$ cat src/rtl/dmem_port_arbiter_if.sv
// Bus bundle between the two data-memory requesters, the arbiter and the memory.
// slave = arbiter side, master = requesters plus memory.
interface dmem_port_arbiter_if #(
  parameter int ADDR_W = 12,
  parameter int DATA_W = 32
);
  logic              p0_req;
  logic              p0_we;
  logic [ADDR_W-1:0] p0_addr;
  logic [DATA_W-1:0] p0_wdata;
  logic              p0_gnt;
  logic              p0_rvalid;
  logic [DATA_W-1:0] p0_rdata;

  logic              p1_req;
  logic              p1_we;
  logic [ADDR_W-1:0] p1_addr;
  logic [DATA_W-1:0] p1_wdata;
  logic              p1_gnt;
  logic              p1_rvalid;
  logic [DATA_W-1:0] p1_rdata;

  logic [ADDR_W-1:0] mem_address;
  logic [DATA_W-1:0] mem_data;
  logic              mem_rden;
  logic              mem_wren;
  logic [DATA_W-1:0] mem_q;
  logic              core_stall;

  modport slave (
    input  p0_req, p0_we, p0_addr, p0_wdata,
    input  p1_req, p1_we, p1_addr, p1_wdata,
    input  mem_q,
    output p0_gnt, p0_rvalid, p0_rdata,
    output p1_gnt, p1_rvalid, p1_rdata,
    output mem_address, mem_data, mem_rden, mem_wren,
    output core_stall
  );

  modport master (
    output p0_req, p0_we, p0_addr, p0_wdata,
    output p1_req, p1_we, p1_addr, p1_wdata,
    output mem_q,
    input  p0_gnt, p0_rvalid, p0_rdata,
    input  p1_gnt, p1_rvalid, p1_rdata,
    input  mem_address, mem_data, mem_rden, mem_wren,
    input  core_stall
  );
endinterface

$ cat src/rtl/dmem_port_arbiter.sv
// Two-port arbiter for the single-port data memory; read data is routed back by tag.
// ARB_ROUND_ROBIN_EN swaps fixed priority + starvation counter for round-robin.
module dmem_port_arbiter #(
  parameter int ADDR_W     = 12,
  parameter int DATA_W     = 32,
  parameter int RD_LAT     = 1,
  parameter int STARVE_MAX = 4
) (
  input logic                clk,
  input logic                rst,
  dmem_port_arbiter_if.slave bus
);
  logic              gnt0, gnt1, gnt_any, issue_we, issue_rd;
  logic [ADDR_W-1:0] addr_q;
  logic [DATA_W-1:0] data_q, rdata0_q, rdata1_q;
  logic [RD_LAT:1]   vld_pipe, port_pipe;
  logic              rv0, rv1;

`ifdef ARB_ROUND_ROBIN_EN
  // 1 means port 1 won last, so port 0 takes the first conflict after reset.
  logic last_winner;

  always_comb begin
    gnt0 = 1'b0;
    gnt1 = 1'b0;
    if (!rst) begin
      if (bus.p0_req && bus.p1_req) begin
        gnt0 = last_winner;
        gnt1 = ~last_winner;
      end else begin
        gnt0 = bus.p0_req;
        gnt1 = bus.p1_req;
      end
    end
  end

  always_ff @(posedge clk) begin
    if (rst)          last_winner <= 1'b1;
    else if (gnt_any) last_winner <= gnt1;
  end
`else
  localparam int CNT_W = $clog2(STARVE_MAX + 1);
  logic [CNT_W-1:0] starve_cnt;
  logic             starved;

  assign starved = (starve_cnt == CNT_W'(STARVE_MAX));

  always_comb begin
    gnt0 = 1'b0;
    gnt1 = 1'b0;
    if (!rst) begin
      if (bus.p0_req && bus.p1_req) begin
        gnt1 = starved;
        gnt0 = ~starved;
      end else begin
        gnt0 = bus.p0_req;
        gnt1 = bus.p1_req;
      end
    end
  end

  always_ff @(posedge clk) begin
    if (rst)
      starve_cnt <= '0;
    else if (bus.p1_req && !gnt1) begin
      if (!starved) starve_cnt <= starve_cnt + CNT_W'(1);
    end else
      starve_cnt <= '0;
  end
`endif

  assign gnt_any  = gnt0 | gnt1;
  assign issue_we = gnt1 ? bus.p1_we : bus.p0_we;
  assign issue_rd = gnt_any & ~issue_we;

  assign bus.p0_gnt     = gnt0;
  assign bus.p1_gnt     = gnt1;
  assign bus.core_stall = bus.p0_req & ~gnt0;

  // Idle cycles keep the last issued address/data on the memory pins.
  assign bus.mem_address = !gnt_any ? addr_q : (gnt1 ? bus.p1_addr  : bus.p0_addr);
  assign bus.mem_data    = !gnt_any ? data_q : (gnt1 ? bus.p1_wdata : bus.p0_wdata);
  assign bus.mem_wren    = gnt_any & issue_we;
  assign bus.mem_rden    = issue_rd;

  always_ff @(posedge clk) begin
    if (rst) begin
      addr_q <= '0;
      data_q <= '0;
    end else if (gnt_any) begin
      addr_q <= bus.mem_address;
      data_q <= bus.mem_data;
    end
  end

  // Read tags travel alongside the memory latency; exit stage RD_LAT lines up with mem_q.
  always_ff @(posedge clk) begin
    if (rst) begin
      vld_pipe  <= '0;
      port_pipe <= '0;
    end else begin
      vld_pipe[1]  <= issue_rd;
      port_pipe[1] <= gnt1;
      for (int i = 2; i <= RD_LAT; i++) begin
        vld_pipe[i]  <= vld_pipe[i-1];
        port_pipe[i] <= port_pipe[i-1];
      end
    end
  end

  assign rv0 = ~rst & vld_pipe[RD_LAT] & ~port_pipe[RD_LAT];
  assign rv1 = ~rst & vld_pipe[RD_LAT] &  port_pipe[RD_LAT];

  always_ff @(posedge clk) begin
    if (rst) begin
      rdata0_q <= '0;
      rdata1_q <= '0;
    end else begin
      if (rv0) rdata0_q <= bus.mem_q;
      if (rv1) rdata1_q <= bus.mem_q;
    end
  end

  assign bus.p0_rvalid = rv0;
  assign bus.p1_rvalid = rv1;
  assign bus.p0_rdata  = rv0 ? bus.mem_q : rdata0_q;
  assign bus.p1_rdata  = rv1 ? bus.mem_q : rdata1_q;
endmodule

$ cat src/flat_wrapper.sv
// flat-port wrapper written by rule: the top's interface ports become plain ports
module dmem_port_arbiter_flat 
#(
  parameter int ADDR_W     = 12,
  parameter int DATA_W     = 32,
  parameter int RD_LAT     = 1,
  parameter int STARVE_MAX = 4
)
  (clk, rst, bus_p0_req, bus_p0_we, bus_p0_addr, bus_p0_wdata, bus_p1_req, bus_p1_we, bus_p1_addr, bus_p1_wdata, bus_mem_q, bus_p0_gnt, bus_p0_rvalid, bus_p0_rdata, bus_p1_gnt, bus_p1_rvalid, bus_p1_rdata, bus_mem_address, bus_mem_data, bus_mem_rden, bus_mem_wren, bus_core_stall);
  dmem_port_arbiter_if #(.ADDR_W(ADDR_W), .DATA_W(DATA_W)) bus_i ();
  input logic clk;
  input logic rst;
  input wire logic [$bits(bus_i.p0_req)-1:0] bus_p0_req;
  input wire logic [$bits(bus_i.p0_we)-1:0] bus_p0_we;
  input wire logic [$bits(bus_i.p0_addr)-1:0] bus_p0_addr;
  input wire logic [$bits(bus_i.p0_wdata)-1:0] bus_p0_wdata;
  input wire logic [$bits(bus_i.p1_req)-1:0] bus_p1_req;
  input wire logic [$bits(bus_i.p1_we)-1:0] bus_p1_we;
  input wire logic [$bits(bus_i.p1_addr)-1:0] bus_p1_addr;
  input wire logic [$bits(bus_i.p1_wdata)-1:0] bus_p1_wdata;
  input wire logic [$bits(bus_i.mem_q)-1:0] bus_mem_q;
  output wire logic [$bits(bus_i.p0_gnt)-1:0] bus_p0_gnt;
  output wire logic [$bits(bus_i.p0_rvalid)-1:0] bus_p0_rvalid;
  output wire logic [$bits(bus_i.p0_rdata)-1:0] bus_p0_rdata;
  output wire logic [$bits(bus_i.p1_gnt)-1:0] bus_p1_gnt;
  output wire logic [$bits(bus_i.p1_rvalid)-1:0] bus_p1_rvalid;
  output wire logic [$bits(bus_i.p1_rdata)-1:0] bus_p1_rdata;
  output wire logic [$bits(bus_i.mem_address)-1:0] bus_mem_address;
  output wire logic [$bits(bus_i.mem_data)-1:0] bus_mem_data;
  output wire logic [$bits(bus_i.mem_rden)-1:0] bus_mem_rden;
  output wire logic [$bits(bus_i.mem_wren)-1:0] bus_mem_wren;
  output wire logic [$bits(bus_i.core_stall)-1:0] bus_core_stall;
  assign bus_i.p0_req = bus_p0_req;
  assign bus_i.p0_we = bus_p0_we;
  assign bus_i.p0_addr = bus_p0_addr;
  assign bus_i.p0_wdata = bus_p0_wdata;
  assign bus_i.p1_req = bus_p1_req;
  assign bus_i.p1_we = bus_p1_we;
  assign bus_i.p1_addr = bus_p1_addr;
  assign bus_i.p1_wdata = bus_p1_wdata;
  assign bus_i.mem_q = bus_mem_q;
  assign bus_p0_gnt = bus_i.p0_gnt;
  assign bus_p0_rvalid = bus_i.p0_rvalid;
  assign bus_p0_rdata = bus_i.p0_rdata;
  assign bus_p1_gnt = bus_i.p1_gnt;
  assign bus_p1_rvalid = bus_i.p1_rvalid;
  assign bus_p1_rdata = bus_i.p1_rdata;
  assign bus_mem_address = bus_i.mem_address;
  assign bus_mem_data = bus_i.mem_data;
  assign bus_mem_rden = bus_i.mem_rden;
  assign bus_mem_wren = bus_i.mem_wren;
  assign bus_core_stall = bus_i.core_stall;
  dmem_port_arbiter #(.ADDR_W(ADDR_W), .DATA_W(DATA_W), .RD_LAT(RD_LAT), .STARVE_MAX(STARVE_MAX)) u_core (.clk(clk), .rst(rst), .bus(bus_i));
endmodule
$ cat config.mk
export PLATFORM = sky130hd
export DESIGN_NAME = dmem_port_arbiter_flat
export DESIGN_NICKNAME = d
export VERILOG_FILES = /design/src/rtl/dmem_port_arbiter_if.sv /design/src/rtl/dmem_port_arbiter.sv /design/src/flat_wrapper.sv
export SDC_FILE = /design/constraint.sdc
export NUM_CORES = 1
export LEC_CHECK = 0
export CORE_MARGIN = 5
export CORE_UTILIZATION = 31
export DETAILED_ROUTE_END_ITERATION = 10
export SYNTH_ARGS = -nofsm -noshare
export SYNTH_HDL_FRONTEND = slang
export SYNTH_SLANG_ARGS = --single-unit
$ cat constraint.sdc
create_clock -name clk -period 4 [get_ports clk]
set_input_delay 0.8 -clock clk [delete_from_list [all_inputs] [get_ports clk]]
set_output_delay 0.8 -clock clk [all_outputs]
set_load 0.005 [all_outputs]
Word level (Yosys, flattened, before mapping):

Index checks and enable logic that the tools add are counted.
W data, S select, Z words.

* bits in registers: 113
* bits of input ports: 126

* add/subtract/negate cells: 1
* equality and inequality tests: 1
* multiplexer cells: 11
* bitwise operators: 13
* reductions and logical operators: 4

Operators by type and width (number)
* $mux W32: 4
* $mux W12: 2
* $and A1 B1 Y1: 6
* $not A1 Y1: 6
* $mux W1: 5
* $add A3 B1 Y3 const B: 1
* $eq A3 B3 Y1 const B: 1
* $logic_and A1 B1 Y1: 2
* $reduce_or A2 Y1: 1
* $logic_not A1 Y1: 1
* $or A1 B1 Y1: 1

Depth between registers and ports, before layout:

Gate-level depths: netlist (run 1).

* word-level depth: 7
* mapped depth: 7
* gate-level depth less buffers: 5

Worst setup path after synthesis (run 1):

OpenSTA, ideal clock, no wires.

* path kind: input -> output
* start: input rst
* end: output bus_p0_rdata[22]
* arrival time: 1.770 ns
* data required time: 3.200 ns
* path slack: 1.430 ns
* stages on the path: 4
* cells stage by stage: buf_6 -> nor3b_4 -> buf_6 -> mux2_2

* longest elaborated chain between the ends: 4

RTL lines
* from (decl): RTL line flat_wrapper.sv:12 `input logic rst;`
* $not A1 Y1: RTL line dmem_port_arbiter.sv:111 `assign rv0 = ~rst & vld_pipe[RD_LAT] & ~port_pipe[RD_LAT];`
* $and A1 B1 Y1 (2 in series): RTL line dmem_port_arbiter.sv:111
* net bus_p0_rvalid: RTL line flat_wrapper.sv:23 `output wire logic [$bits(bus_i.p0_rvalid)-1:0] bus_p0_rvalid;`
* $mux W32: RTL line dmem_port_arbiter.sv:126 `assign bus.p0_rdata = rv0 ? bus.mem_q : rdata0_q;`
* to (decl): RTL line flat_wrapper.sv:24 `output wire logic [$bits(bus_i.p0_rdata)-1:0] bus_p0_rdata;`

The timed path passes the listed nets, and every way through them passes these cells.

Final worst setup path (run 1):

* start: input bus_p0_req
* end: output bus_mem_address[10]

* longest elaborated chain between the ends: 5
* elaborated cells between the ends (all ways): 8
* those cells by class: 6 x mux; 1 x bitwise; 1 x reduce/logical

RTL lines
* from (decl): RTL line flat_wrapper.sv:13 `input wire logic [$bits(bus_i.p0_req)-1:0] bus_p0_req;`
* $logic_and A1 B1 Y1: RTL line dmem_port_arbiter.sv:52 `if (bus.p0_req && bus.p1_req) begin`
* $mux W1: RTL line dmem_port_arbiter.sv:52
* $mux W1: RTL line dmem_port_arbiter.sv:51 `if (!rst) begin`
* $mux W12 or $or A1 B1 Y1 (tied branches): RTL line dmem_port_arbiter.sv:81, dmem_port_arbiter.sv:72
* $mux W12 *: RTL line dmem_port_arbiter.sv:81 `assign bus.mem_address = !gnt_any ? addr_q : (gnt1 ? bus.p1_addr : bus.p0_addr);`
* to (decl): RTL line flat_wrapper.sv:28 `output wire logic [$bits(bus_i.mem_address)-1:0] bus_mem_address;`

Mark *: on every way between the ends. The rest lies on a longest branch, timed or not.

==> impl_metrics.py, run 1 <==
metrics = {
    "status": {
        "status": "complete, no violations",
    },
    "detailed_routing": {
        "met3_length_mm": 1.73,
        "routedLengthMet1_mm": 7.11,
        "routedWlPerCell_um": 16.9,
        "drt_wl_total_mm": 16.8,
        "wl_met2_mm": 7.69,
        "drc": 0,
        "first_pass_iters": 4,
        "drt_iter0_drc": 184,
        "drtAntennaViolNets": 0,
        "num_vias": 4902,
        "dr.max_layer_used": "met4",
        "via_per_inst": 4.95,
    },
    "critical_path": {
        "crit_required_ps": 3200,
        "cpPeakStageDelay_ps": 540,
        "crit_arrival_ps": 2890,
        "crit_path_top_delay_cell": "clkdlybuf4s50_1",
        "r2r-end": "u_core.addr_q[3]",
        "regToRegStartpoint": "u_core.starve_cnt[0]",
        "crit_path_start": "bus_p0_req",
        "cp_max_fo": 37,
        "worstSetupPathType": "in -> out",
        "crit_path_start_kind": "input port",
        "path_cells": "clkdlybuf4s50_1 -> a21bo_2 -> buf_12 -> a31oi_1 -> a21oi_1 -> clkdlybuf4s50_1",
        "r2r_setup_slack_ps": 2210,
        "crit_top_cell": "clkdlybuf4s50_1",
        "endpoint": "bus_mem_address[10]",
        "worstRegToRegCells": 6,
        "critPathCaptureType": "output pin",
    },
    "pwr": {
        "combinationalPowerShare_pct": 17.2,
        "p_int_mw": 2.50,
        "vdd_drop_max_mv": 0.290,
        "seqPwrFrac_pct": 36.4,
        "leakagePower_nw": 3.28,
        "clkPwrFrac_pct": 46.4,
        "switching_share_pct": 23.5,
        "total_power_mw": 3.26,
        "power_density_nw_per_um2": 393,
        "p_sw_mw": 0.765,
    },
    "clock_tree": {
        "cts_made_buffers": 17,
        "clock_path_buffers": 2,
        "cts_root_buf": "clkbuf_16",
        "cts.sinks": 113,
        "clkTransAtPathRegs_ps": 50,
        "hold_buffers": 0,
        "ctsResizeCount": 0,
        "tritoncts": "built",
        "post_cts_buffers": 0,
        "clk_latency_ps": 410,
        "cts_max_level": 4,
    },
    "synth": {
        "synthesis.instances": 539,
        "ys_seq_area_share_pct": 44.2,
        "synth_cell_types": 32,
        "synth_area_sq_um": 5110,
        "syn-num-nets": 667,
        "yosysWarnings": 0,
        "ys_ff_latch": 113,
        "synth.avg_cell_area_sq_um": 9.48,
    },
    "run": {
        "cap_violations": 0,
    },
    "place": {
        "hpwl_mm": 11.7,
        "place_ws_ps": 289,
        "portBuffers": 240,
        "place.gp.congestion": 0.883,
        "dp_cells": 960,
    },
    "timing": {
        "hold_slack_ps": 515,
        "max-slew-margin-rel_pct": 61.6,
        "finalCritPeriodShare_pct": 92.3,
        "hold_viol": 0,
        "setup_tns_ps": 0,
        "max_freq_mhz": 271,
        "skew_ps": 9.18,
        "rsz0062_at_grt": "no",
        "fin_ws_ps": 308,
        "report.final.setup_viol": 0,
        "worstMarginPinSlew_ps": 576,
        "min_period_ps": 3690,
        "finalMaxSlewViolations": 0,
    },
    "final_layout": {
        "register_area_sq_um": 2260,
        "diodes": 0,
        "fin_nets": 887,
        "area_delta_synth_final_pct": 62.3,
        "drive_gt1_share_pct": 13.4,
        "multi_input_area_sq_um": 2600,
        "nFillCells": 1457,
        "fin_cells": 991,
    },
    "global_route": {
        "grt_pass1_vias": 5165,
        "grt_use_total_pct": 17.1,
        "grt_max_degree": 65,
        "antenna_found_initial": 0,
        "grt_pass1_wl_mm": 26.9,
        "grt_overflow": 0,
    },
    "hold_path": {
        "min_path_cells": 2,
        "hold_class": "reg -> reg",
    },
    "die": {
        "die_h_um": 138,
        "start_util_pct": 31.2,
        "rows": 47,
        "fp.dieW_um": 138,
        "io_pins": 241,
        "core_sq_um": 16400,
        "die-area_sq_um": 19200,
    },
}
## synth_stat cells
master,n,share of area (%)
mux2i_1,1,0.20
clkbuf_1,14,1.0
a31oi_1,44,5.4
o21ai_0,39,3.8
a21bo_2,1,0.20
nand3b_1,1,0.15
clkbuf_2,2,0.20
nand2b_1,1,0.12
and2_1,2,0.24
inv_1,4,0.29
o21bai_2,1,0.22
a21oi_1,46,4.5
nand3_1,1,0.098
buf_2,21,2.1
buf_1,1,0.073
nor2_1,49,3.6
a311oi_1,1,0.17
mux2_2,56,12
nor3b_4,1,0.37
mux2_1,8,1.8
buf_4,6,0.88
nand3b_4,1,0.39
o21ba_2,1,0.20
buf_6,4,0.88
a21boi_1,1,0.15
dfxtp_1,113,44
ha_1,2,0.49
and3_1,2,0.24
and2b_1,29,4.3
a211oi_1,44,6.5
o21ai_1,6,0.59
nor2b_1,36,4.4
## state kept, by name (all words and copies together) (netlist names)
signal / flops
u_core.rdata0_q: 32
u_core.rdata1_q: 32
u_core.vld_pipe: 1
u_core.addr_q: 12
u_core.starve_cnt: 3
u_core.data_q: 32
u_core.port_pipe: 1
## worst max-delay path, delay by kind of cell
kind,cells,cell delay [ps]
AO/OA/AOI/OAI,3,760
buffers and inverters,3,1320
## layout make-up
| type | instances | area share, % |
|---|---|---|
| clock inverters | 8 | 1.24 |
| clock buffers | 23 | 6.00 |
| multi-input cells | 374 | 31.3 |
| well taps | 220 | 3.32 |
| inverters | 4 | 0.181 |
| flip-flops and latches | 113 | 27.3 |
| repair buffers | 249 | 30.6 |
## layer usage
| layer | vias to the layer above | GRT usage, % |
|---|---|---|
| met2 | 224 | 28.3 |
| li1 | 2385 | - |
| met4 | 0 | 5.25 |
| met1 | 2273 | 19.9 |
| met5 | - | 0 |
| met3 | 20 | 7.84 |
## cells by family (layout without fill, tap and decap cells)
kind of cell               count (synthesis)  count (layout)  share of synthesized area (%)
buffers and inverters                     52             284                           5.41
and+or+nand+nor                          123             123                           13.9
DFF                                      113             113                           44.2
AOI/OAI and AO/OA                        184             184                           21.7
adders and majority gates                  2               2                          0.489
muxes                                     65              65                           14.3
## through the flow
step	area [sq um]	util, %
finish	8300	50.6
detailed placement	7690	46.9
global route	8300	50.6
global placement	7690	46.9
floorplan	5110	-
CTS	8300	50.6
## placed cells by master, fill, tap and decap left out, types with 4 or more instances in the layout
cell type	Yosys	routed
o21ai_0	39	39
buf_4	6	4
a211oi_1	44	44
clkdlybuf4s50_1	0	239
a21oi_1	46	46
mux2_2	56	56
inv_1	4	4
buf_12	0	6
nor2b_1	36	35
dfxtp_1	113	113
clkbuf_8	0	5
clkbuf_16	0	17
mux2_1	8	8
nor2_1	49	49
o21ai_1	6	6
and2b_1	29	29
a31oi_1	44	44
## worst min-delay path by stage
stage,startpoint,to,slack [ps]
after floorplan,u_core.starve_cnt[0],u_core.starve_cnt[0],480
after global placement,u_core.starve_cnt[0],u_core.starve_cnt[0],490
after detailed placement,u_core.starve_cnt[0],u_core.starve_cnt[0],510
after CTS,u_core.starve_cnt[0],u_core.starve_cnt[0],520
after global routing,u_core.starve_cnt[0],u_core.starve_cnt[0],550
final,u_core.starve_cnt[0],u_core.starve_cnt[0],520
## power by group through the flow
| stage | Sequential, mW | Clock [mW] | Combinational, mW |
|---|---|---|---|
| 6_report | 1.19 | 1.51 | 0.561 |
| 5_1_grt | 1.19 | 1.60 | 0.610 |
| 4_1_cts | 1.19 | 1.56 | 0.566 |
| 3_5_place_dp | 1.21 | 0 | 0.562 |
| 3_3_place_gp | 1.21 | 0 | 0.557 |
| 2_1_floorplan | 1.21 | 0 | 0.231 |
(Power assumes the default switching activity.)
==> inputs of run 2 (changes only) <==
Settings changed: DONT_BUFFER_PORTS set to 1, TNS_END_PERCENT set to 50.
==> impl_metrics.py, run 2 (synthesis gave the netlist of run 1 again) <==
metrics = {
    "global_route": {
        "grt_overflow": 0,
        "grt_use_total_pct": 13.5,
        "grt_pass1_vias": 4018,
        "grt_max_degree": 117,
        "antenna_found_initial": 1,
        "grt_pass1_wl_mm": 21.2,
    },
    "clock_tree": {
        "cts.sinks": 113,
        "hold_buffers": 0,
        "cts_made_buffers": 17,
        "clk_latency_ps": 410,
        "post_cts_buffers": 0,
        "cts_max_level": 4,
        "tritoncts": "built",
        "cts_root_buf": "clkbuf_16",
        "ctsResizeCount": 0,
        "clkTransAtPathRegs_ps": 60,
        "clock_path_buffers": 2,
    },
    "pwr": {
        "leakagePower_nw": 2.30,
        "power_density_nw_per_um2": 505,
        "total_power_mw": 2.91,
        "vdd_drop_max_mv": 0.269,
    },
    "timing": {
        "fin_ws_ps": 654,
        "min_period_ps": 3350,
        "worstMarginPinSlew_ps": 1110,
        "max-slew-margin-rel_pct": 26.1,
        "setup_tns_ps": 0,
        "finalMaxSlewViolations": 0,
        "hold_viol": 0,
        "hold_slack_ps": 477,
        "skew_ps": 5.73,
        "finalCritPeriodShare_pct": 83.6,
        "rsz0062_at_grt": "no",
        "max_freq_mhz": 299,
        "report.final.setup_viol": 0,
    },
    "critical_path": {
        "worstSetupPathType": "reg -> out",
        "cpPeakStageDelay_ps": 870,
        "crit_path_top_delay_cell": "a21boi_4",
        "regToRegStartpoint": "u_core.starve_cnt[0]",
        "crit_required_ps": 3200,
        "r2r_setup_slack_ps": 1760,
        "critPathCaptureType": "output pin",
        "crit_path_start_kind": "flip-flop",
        "crit_arrival_ps": 2550,
        "cp_max_fo": 47,
        "path_cells": "inv_1 -> ha_1 -> a21boi_4 -> o21ai_0 -> a21oi_1",
        "worstRegToRegCells": 5,
        "r2r-end": "u_core.data_q[25]",
    },
    "place": {
        "hpwl_mm": 9.47,
        "place.gp.congestion": 0.764,
        "portBuffers": 0,
        "place_ws_ps": 925,
        "dpl-instance-area_sq_um": 5170,
    },
    "die": {
        "start_util_pct": 31.2,
        "die-area_sq_um": 19200,
        "io_pins": 241,
        "die_h_um": 138,
        "core_sq_um": 16400,
        "rows": 47,
        "fp.dieW_um": 138,
    },
    "run": {
        "cap_violations": 0,
    },
    "hold_path": {
        "min_from": "rst",
        "min_path_cells": 1,
        "min_delay_worst_endpoint": "u_core.rdata1_q[26]",
        "hold_class": "in -> reg",
    },
    "status": {
        "status": "complete, no violations",
    },
    "final_layout": {
        "mostFrequentLayoutCells": "dfxtp_1, mux2_2, nor2_1, a21oi_1",
        "final_common_cell": "dfxtp_1",
        "drive_gt1_share_pct": 18.6,
        "area_delta_synth_final_pct": 12.7,
        "finish.instance_area_sq_um": 5760,
        "biggestRegsByFlops": "u_core.data_q x32, u_core.rdata0_q x32, u_core.rdata1_q x32",
        "fin_nets": 641,
    },
    "detailed_routing": {
        "num_vias": 3928,
        "dr.max_layer_used": "met4",
        "wl_met2_mm": 6.15,
        "drt_wl_total_mm": 13.1,
        "met3_length_mm": 1.52,
        "drt_iter0_drc": 132,
        "routedLengthMet1_mm": 5.18,
        "first_pass_iters": 4,
        "routedWlPerCell_um": 17.6,
        "via_per_inst": 5.26,
        "drc": 0,
        "drtAntennaViolNets": 0,
    },
}
run 2: critical path, delay by kind of cell, from the launching register on:
kind,cells,cell delay [ps]
compound gates,3,1460
fa+ha+maj,1,280
buf+inv,1,60
flops,1,330
run 2: worst max path at each step:
stage	start	depth (start not counted)	end	slack [ps]
after global placement	bus_p0_req	3	bus_mem_data[25]	1070
final	u_core.starve_cnt[0]	5	bus_mem_data[25]	650
after floorplan	rst	4	bus_p0_rdata[22]	1430
after CTS	u_core.starve_cnt[0]	5	bus_mem_data[25]	590
after global routing	u_core.starve_cnt[0]	5	bus_mem_data[25]	380
after detailed placement	bus_p0_req	3	bus_mem_data[25]	930
run 2: layout make-up:
cell class              count  area [sq um]
diodes                      1          2.50
fillers                  1617         10600
clock inverters            15           160
well taps                 220           275
flip-flops and latches    113          2260
repair buffers              3          22.5
inverters                   4          15.0
multi-input cells         374          2600
clock buffers              17           425
run 2: per-stage QoR:
stage,instances,util (%)
5_1_grt,747,35.1
3_5_place_dp,714,31.5
4_1_cts,746,35.1
3_3_place_gp,714,31.5
6_report,747,35.1
2_1_floorplan,539,-
run 2: routing by layer:
layer | global-route usage [%] | vias up
met5 | 0 | -
met4 | 4.78 | 0
met3 | 7.67 | 22
met2 | 21.9 | 221
met1 | 14.9 | 1783
li1 | - | 1902
run 2: power breakdown:
| group | leakage (nW) | total (mW) | internal (mW) | switching, mW |
|---|---|---|---|---|
| clock network | 0.272 | 1.47 | 0.919 | 0.551 |
| registers | 0.923 | 1.19 | 1.17 | 0.0125 |
| logic | 1.10 | 0.256 | 0.0932 | 0.163 |
| total | 2.30 | 2.91 | 2.19 | 0.726 |
